$ cat config.mk
export PLATFORM = sky130hd
export DESIGN_NAME = ofm_word_packer
export DESIGN_NICKNAME = d
export VERILOG_FILES = /design/src/rtl/ofm_word_packer.sv
export SDC_FILE = /design/constraint.sdc
export NUM_CORES = 1
export LEC_CHECK = 0
export ABC_AREA = 1
export CORE_ASPECT_RATIO = 1.75
export CORE_MARGIN = 2
export CORE_UTILIZATION = 51
export CTS_BUF_LIST = sky130_fd_sc_hd__clkbuf_8
export DETAILED_ROUTE_END_ITERATION = 10
export GPL_ROUTABILITY_DRIVEN = 0
export PLACE_DENSITY = 0.85
export SETUP_SLACK_MARGIN = 0.4
export SYNTH_ARGS = -nofsm -noshare
export SYNTH_HDL_FRONTEND = slang
export SYNTH_SLANG_ARGS = --single-unit
$ cat constraint.sdc
create_clock -name clk -period 1.9 [get_ports clk]
set_clock_uncertainty 0.05 [all_clocks]
set_input_delay 0.19 -clock clk [delete_from_list [all_inputs] [get_ports clk]]
set_output_delay 0.19 -clock clk [all_outputs]
set_load 0.01 [all_outputs]
$ cat src/rtl/ofm_word_packer.sv
// Packs a valid/ready byte stream into 32-bit words (first byte in lane 0 / MSB) and
// drives a word-memory write port, raising done once the frame has been fully written.
module ofm_word_packer #(
    parameter int WIDTH     = 100,
    parameter int NUM_BYTES = 100
) (
    input  logic                     clk,
    input  logic                     rst,
    input  logic                     start,
    input  logic                     in_valid,
    input  logic [7:0]               in_data,
    input  logic                     in_last,
    output logic                     in_ready,
    output logic                     write_en,
    output logic [$clog2(WIDTH)-1:0] addr,
    output logic [0:3][7:0]          out_data,
    output logic                     busy,
    output logic                     done
);
    localparam int AW = $clog2(WIDTH);
    localparam int TW = $clog2(NUM_BYTES + 1);

    generate
        if (NUM_BYTES > WIDTH) begin : g_bad_size
            $error("ofm_word_packer: NUM_BYTES must not exceed WIDTH");
        end
    endgenerate

    typedef enum logic [1:0] {
        S_IDLE  = 2'd0,
        S_FILL  = 2'd1,
        S_WRITE = 2'd2,
        S_DONE  = 2'd3
    } state_t;

    state_t          state_q, state_d;
    logic [0:3][7:0] lanes_q, lanes_d;
    logic [2:0]      lane_cnt_q, lane_cnt_d;
    logic [TW-1:0]   byte_total_q, byte_total_d;
    logic [AW-1:0]   addr_q, addr_d;
    logic            final_q, final_d;
    logic [TW-1:0]   byte_inc;

    always_ff @(posedge clk or posedge rst) begin
        if (rst) begin
            state_q      <= S_IDLE;
            lanes_q      <= '0;
            lane_cnt_q   <= '0;
            byte_total_q <= '0;
            addr_q       <= '0;
            final_q      <= 1'b0;
        end else begin
            state_q      <= state_d;
            lanes_q      <= lanes_d;
            lane_cnt_q   <= lane_cnt_d;
            byte_total_q <= byte_total_d;
            addr_q       <= addr_d;
            final_q      <= final_d;
        end
    end

    always_comb begin
        state_d      = state_q;
        lanes_d      = lanes_q;
        lane_cnt_d   = lane_cnt_q;
        byte_total_d = byte_total_q;
        addr_d       = addr_q;
        final_d      = final_q;
        byte_inc     = byte_total_q + TW'(1);

        case (state_q)
            S_IDLE, S_DONE: begin
                if (start) begin
                    lanes_d      = '0;
                    lane_cnt_d   = '0;
                    byte_total_d = '0;
                    addr_d       = '0;
                    final_d      = 1'b0;
                    state_d      = S_FILL;
                end
            end
            S_FILL: begin
                if (in_valid) begin
                    lanes_d[lane_cnt_q[1:0]] = in_data;
                    lane_cnt_d               = lane_cnt_q + 3'd1;
                    byte_total_d             = byte_inc;
                    // A word closes on a full lane set, the frame byte limit, or in_last.
                    if (lane_cnt_q == 3'd3 || byte_inc == TW'(NUM_BYTES) || in_last) begin
                        final_d = in_last || (byte_inc == TW'(NUM_BYTES));
                        state_d = S_WRITE;
                    end
                end
            end
            S_WRITE: begin
                if (final_q) begin
                    state_d = S_DONE;
                end else begin
                    addr_d     = addr_q + AW'(4);
                    lanes_d    = '0;
                    lane_cnt_d = '0;
                    state_d    = S_FILL;
                end
            end
            default: state_d = S_IDLE;
        endcase
    end

    genvar gi;
    generate
        for (gi = 0; gi < 4; gi++) begin : g_lane
            assign out_data[gi] = lanes_q[gi];
        end
    endgenerate

    assign addr     = addr_q;
    assign in_ready = (state_q == S_FILL);
    assign write_en = (state_q == S_WRITE);
    assign busy     = (state_q == S_FILL) || (state_q == S_WRITE);
    assign done     = (state_q == S_DONE);
endmodule
# ---- After elaboration in Yosys (flattened, before gate mapping)
# Index checks and enable logic that the tools add are counted.
dict set report op_classes {
  n_addsub 3
  magnitude_cmp 2
  n_eq_ne 9
  mux 25
  n_bitwise 1
  n_reduce_logical 14
}
# op n
set ops {}
lappend ops {{two-way mux 32 bit} 3}
lappend ops {{case mux 32 bit (3 select lines)} 1}
lappend ops {{bitwise mux 32 bit} 1}
lappend ops {{case mux 7 bit (2 select lines)} 2}
lappend ops {{two-way mux 7 bit} 3}
lappend ops {{demux 8 bit (select 2 bit)} 1}
lappend ops {{AND reduction 3 bit} 4}
lappend ops {{two-way mux 3 bit} 3}
lappend ops {{case mux 3 bit (3 select lines)} 1}
lappend ops {{two-way mux 2 bit} 4}
lappend ops {{two-way mux 8 bit} 1}
lappend ops {{adder 7 x 1 -> 7 bit, second input constant} 1}
lappend ops {{adder 7 x 3 -> 7 bit, second input constant} 1}
lappend ops {{== test 7 bit, second input constant} 1}
lappend ops {{inequality test 2 bit, second input constant} 3}
lappend ops {{case mux 2 bit (3 select lines)} 1}
lappend ops {{== test 2 bit, second input constant} 2}
lappend ops {{logical OR 1 bit} 4}
lappend ops {{AND reduction 4 bit} 1}
lappend ops {{nonzero test 2 bit} 2}
lappend ops {{adder 3 x 1 -> 3 bit, second input constant} 1}
lappend ops {{== test 3 x 2 -> 1 bit, second input constant} 1}
lappend ops {{greater-or-equal comparator 3 bit, second input constant} 1}
lappend ops {{< comparator 3 x 1 -> 1 bit, second input constant} 1}
lappend ops {{8 further kinds} 10}
dict set report totals {
  regBits 52
  input_bits 13
  out_inout_bits 43
  word_cells 63
}

# ---- Logic depth before layout (Yosys ltp)
dict set report logic_depth {
  ltp_word 8
  ltp_mapped 10
  depth_no_buf 10
}

# ---- Worst setup path before layout
# No wires, ideal clock.
dict set report synth_path {
  path_type {reg2reg}
  from {register state_q[1]}
  to {register lanes_q (netlist bit out_data[16])}
  setup_ps 129
  arrival_time_ps 1613
  t_required_ps 1721
  slack_ps 109
  path_stages_with_launch 11
  n_path_buf 0
  synth_period_minus_slack_ps 1791
  cell_sequence {dfrtp_1 -> inv_1 -> ha_1 -> inv_2 -> or2_4 -> nand2_4 -> nor2_4 -> nand2_1 -> inv_2 -> nand2_2 -> o21ai_0}
}
dict set report synth_between {
  word_cells_on_any_way 10
  classes_between {eq/ne (6); mux (1); reduce/logical (3)}
}
# item line
set synth_lines {}
lappend synth_lines {{start, declared} 36} ;# state_t state_q, state_d;
lappend synth_lines {{start signal, assigned} 53} ;# state_q <= state_d;
lappend synth_lines {{== test 2 x 1 -> 1 bit (*)} n/a}
lappend synth_lines {{via in_ready} 13} ;# output logic in_ready,
lappend synth_lines {{inequality test 2 bit (no source line)} n/a}
lappend synth_lines {{AND reduction 3 bit (no source line)} n/a}
lappend synth_lines {{end signal, assigned} 54} ;# lanes_q <= lanes_d;
lappend synth_lines {{end, declared} 37} ;# logic [0:3][7:0] lanes_q, lanes_d;
# Mark *: on every way through the listed nets, which the timed path passes. The rest lies on a longest branch.
# A chain may end at the register's enable or synchronous reset.

# ---- Worst setup path in the final report
dict set report layout_path {
  from {register state_q[0]}
  to {register lanes_q (netlist bit out_data[27])}
}
dict set report layout_between {
  elab_chain_cells 4
  word_cells_on_any_way 10
  classes_between {eq/ne (6); mux (1); reduce/logical (3)}
}
# item line
set layout_lines {}
lappend layout_lines {{== test 2 bit or logical NOT 2 bit (tied branches)} 71} ;# case (state_q)
lappend layout_lines {{OR reduction 2 bit} 71}
lappend layout_lines {{inequality test 2 bit (no source line)} n/a}
lappend layout_lines {{AND reduction 3 bit (no source line)} n/a}
# Several ways; a longest one is shown, not always the timed one.

==> results.md <==
| Metric | Value | Unit |
|---|---|---|
| Classification of the worst-slack hold path | in2async | - |
| Status | finished, final reports clean | - |
| Synth top area cells | dfrtp_1, o21ai_0, inv_1 | - |
| CTS tree | done | - |
| Antenna viol nets, final | 0 | - |
| Share of synthesized registers carrying an async set or reset | 100.0 | % |
| Wire length of the first global-routing pass | 10.34 | mm |
| Top flip-flop cell by instance count after synthesis | dfrtp_1 | - |
| Number of violations of the max-capacitance limit | 0 | - |
| Buffer depth of the longest clock path | 2 | - |
| Via count | 2194 | - |
| Synth area leader | dfrtp_1 | - |
| Fraction of the yosys area taken by sequential cells | 53.56 | % |
| Standard-cell row count | 32 | - |
| Clock buffers created by TritonCTS | 5 | - |
| Top fanout value on the critical path | 7 | - |
| Io pins | 56 | - |
| Number of global-route vias before repair | 2270 | - |
| Final Cell Area | 3532 | um2 |
| Most used routing layer in global routing | met2 | - |
| Number of sinks on the clock net | 50 | - |
| Post-Place Worst Slack | 0.05073 | ns |
| Met3 demand-to-capacity share in global routing | 5.751 | % |
| Total power density per cell area | 1500 | nW/um2 |
| Req. time, crit path | 2.04 | ns |
| Setup repair after global routing missed its margin | true | - |
| Flop2flop setup slack | 0.06 | ns |
| Met1 usage | 28.72 | % |
| Area of the placeable core | 4404 | um2 |
| Detail-routed via count per cell | 5.554 | - |
| Count of flip-flops with a built-in enable after synthesis | 0 | - |
| Post-synth design cell area | 2336 | um2 |
| Final setup slack of the worst path | 0.05501 | ns |
| Detailed-placement wirelength estimate | 4.447 | mm |
| Root Buffer | clkbuf_8 | - |
| Global routing usage summed across all routing layers | 27.96 | % |
| Post-Route Setup TNS | 0 | ns |
| Gr ovfl total | 0 | - |
| Unique cell type count in the Yosys netlist | 26 | - |
| Final-stage net count | 368 | - |
| Initial antenna violation count | 0 | - |
| Largest net degree at the start of global routing | 27 | - |
| Reported leakage power | 1.865 | nW |
| Final cycle utilization of the critical path | 97.10 | % |
| Deepest level of the CTS H-tree | 2 | - |
| Post-Synthesis Mean Instance Area | 8.985 | um2 |
| Layout-stage area growth over the synthesis result | 51.21 | % |
| Number of synthesized register bits | 50 | - |
| Share of post-route cells with drive strength above 1 | 26.45 | % |
| Number of hold violations in the final report | 0 | - |
| Final core area utilization | 80.20 | % |
| Met2 capacity usage during global routing | 51.09 | % |
| WL/cell | 17.94 | um |
| Fraction of synthesized cell area taken by the top area cell type | 53.56 | % |
| WP data arrival | 1.98 | ns |
| DRC violation count after routing | 0 | - |
| Count of port buffers added during placement | 53 | - |
| Fmax | 542.0 | MHz |
| DRC marker count from the first detailed-route iteration | 90 | - |
| Clk Latency, worst-skew pair | 0.31 | ns |
| Worst Setup Path Type | reg2reg | - |
| Die outline area | 5159 | um2 |
| Initial Utilization | 53.04 | % |
| Clk pin slew, worst setup/hold paths | 0.10 | ns |
| Post-Place Cell Area | 3043 | um2 |
| Endpoints failing setup | 0 | - |
| Final number of max-transition violations | 0 | - |
| Yosys warning total | 0 | - |
| Drt first pass iters | 4 | - |
| Worst-case vdd ir drop | 0.001120 | V |
| Minimum period implied by the final worst setup slack | 1.845 | ns |
| DIE WIDTH | 55.16 | um |
| Critical path endpoint category | register | - |
| Startpoint type of the worst setup path | register | - |
| Routed WL | 7.086 | mm |
| Number of instances in the synthesized netlist | 260 | - |
| Floorplan die height | 93.53 | um |
| Number of inserted diodes | 0 | - |
## state kept, by name (all words and copies together), names as in the netlist
| signal | cells |
|---|---|
| out_data | 32 |
| byte_total_q | 7 |
| addr | 5 |
| lane_cnt_q | 3 |
| state_q | 2 |
| final_q | 1 |
## critical path, cell delays in order, from the launching register on
cell,delay (ns)
dfrtp_2,0.44
buf_6,0.13
ha_4,0.16
inv_4,0.05
or2_4,0.13
nand2_4,0.07
nor2_4,0.11
buf_12,0.14
inv_8,0.05
buf_4,0.14
o21ai_1,0.14
o21ai_1,0.12
## layout by cell type, fill, tap and decap left out, types with 10 or more instances in the layout
cell             instances
buf_4                   18
clkdlybuf4s50_1         34
dfrtp_1                 48
dlymetal6s2s_1          15
inv_1                   40
nand2_1                 31
o21ai_0                 10
o21ai_1                 26
## layer usage
metal  share of wire [%]  wire length, um
met1                  34             2435
met2                  58             4116
met3                 4.2              299
met4                 3.3              235
met5                   0                0
## cell type report
class / count / area (um2)
Timing Repair Buffer: 76 / 773.2
Inverter: 50 / 207.7
Fill cell: 257 / 872.1
Sequential cell: 50 / 1254
Timing Repair inverter: 2 / 15.01
Multi-Input combinational cell: 158 / 1106
Clock buffer: 5 / 68.82
Clock inverter: 3 / 43.79
Tap cell: 51 / 63.81
## cells by family after synthesis
| group | after synthesis | share of synthesized area (%) |
|---|---|---|
| AO/OA/AOI/OAI | 71 | 16.66 |
| AND/OR/NAND/NOR | 71 | 13.28 |
| buffers and inverters | 53 | 9.159 |
| flip-flops | 50 | 53.56 |
| adder cells (fa/ha/maj) | 12 | 6.427 |
| XOR/XNOR | 2 | 0.7500 |
| other | 1 | 0.1605 |
## path summary, 6_finish.rpt
check / startpoint / depth (start not counted) / endpoint
min in group clk: final_q$_DFFE_PP0P_ / 2 / final_q$_DFFE_PP0P_
worst min register to register: final_q$_DFFE_PP0P_ / 2 / final_q$_DFFE_PP0P_
worst min-delay path: rst / 2 / out_data[16]$_DFFE_PP0P_
worst max register to register: state_q[0]$_DFFE_PP0P_ / 11 / out_data[27]$_DFFE_PP0P_
max in group asynchronous: rst / 3 / byte_total_q[2]$_DFFE_PP0P_
worst max-delay path: state_q[0]$_DFFE_PP0P_ / 11 / out_data[27]$_DFFE_PP0P_
## report_power, final
group	internal (mW)	switching (mW)	total, mW	leakage [nW]
clock	0.395	0.380	0.775	0.0585
combinational	1.27	1.69	2.96	1.13
sequential	1.35	0.213	1.56	0.680
total	3.02	2.28	5.30	1.86
## Yosys cell counts, drive strengths merged (2+ instances only)
library cell	n
dfrtp	50
nor3	2
nor2	12
inv	48
or2	2
xor2	2
o22ai	17
nand2	43
o21ai	45
clkinv	2
a21oi	7
buf	3
nand3	11
ha	12
## through the flow
stage,power [mW],hold slack (ns),std cells
2_1_floorplan,2.847,0.2853,261
3_3_place_gp,3.673,0.4167,367
3_5_place_dp,3.747,0.4221,367
4_1_cts,4.944,0.1370,393
5_1_grt,5.537,0.1678,395
6_report,5.297,0.1261,395
## repair_timing
action | CTS | global route
hold buffers | 0 | 0
pin swaps | 8 | 2
gates cloned | 2 | 0
resized for setup | 36 | 48
setup endpoints to repair | 58 | 69
buffers inserted | 16 | 2
(Power assumes the default switching activity.)
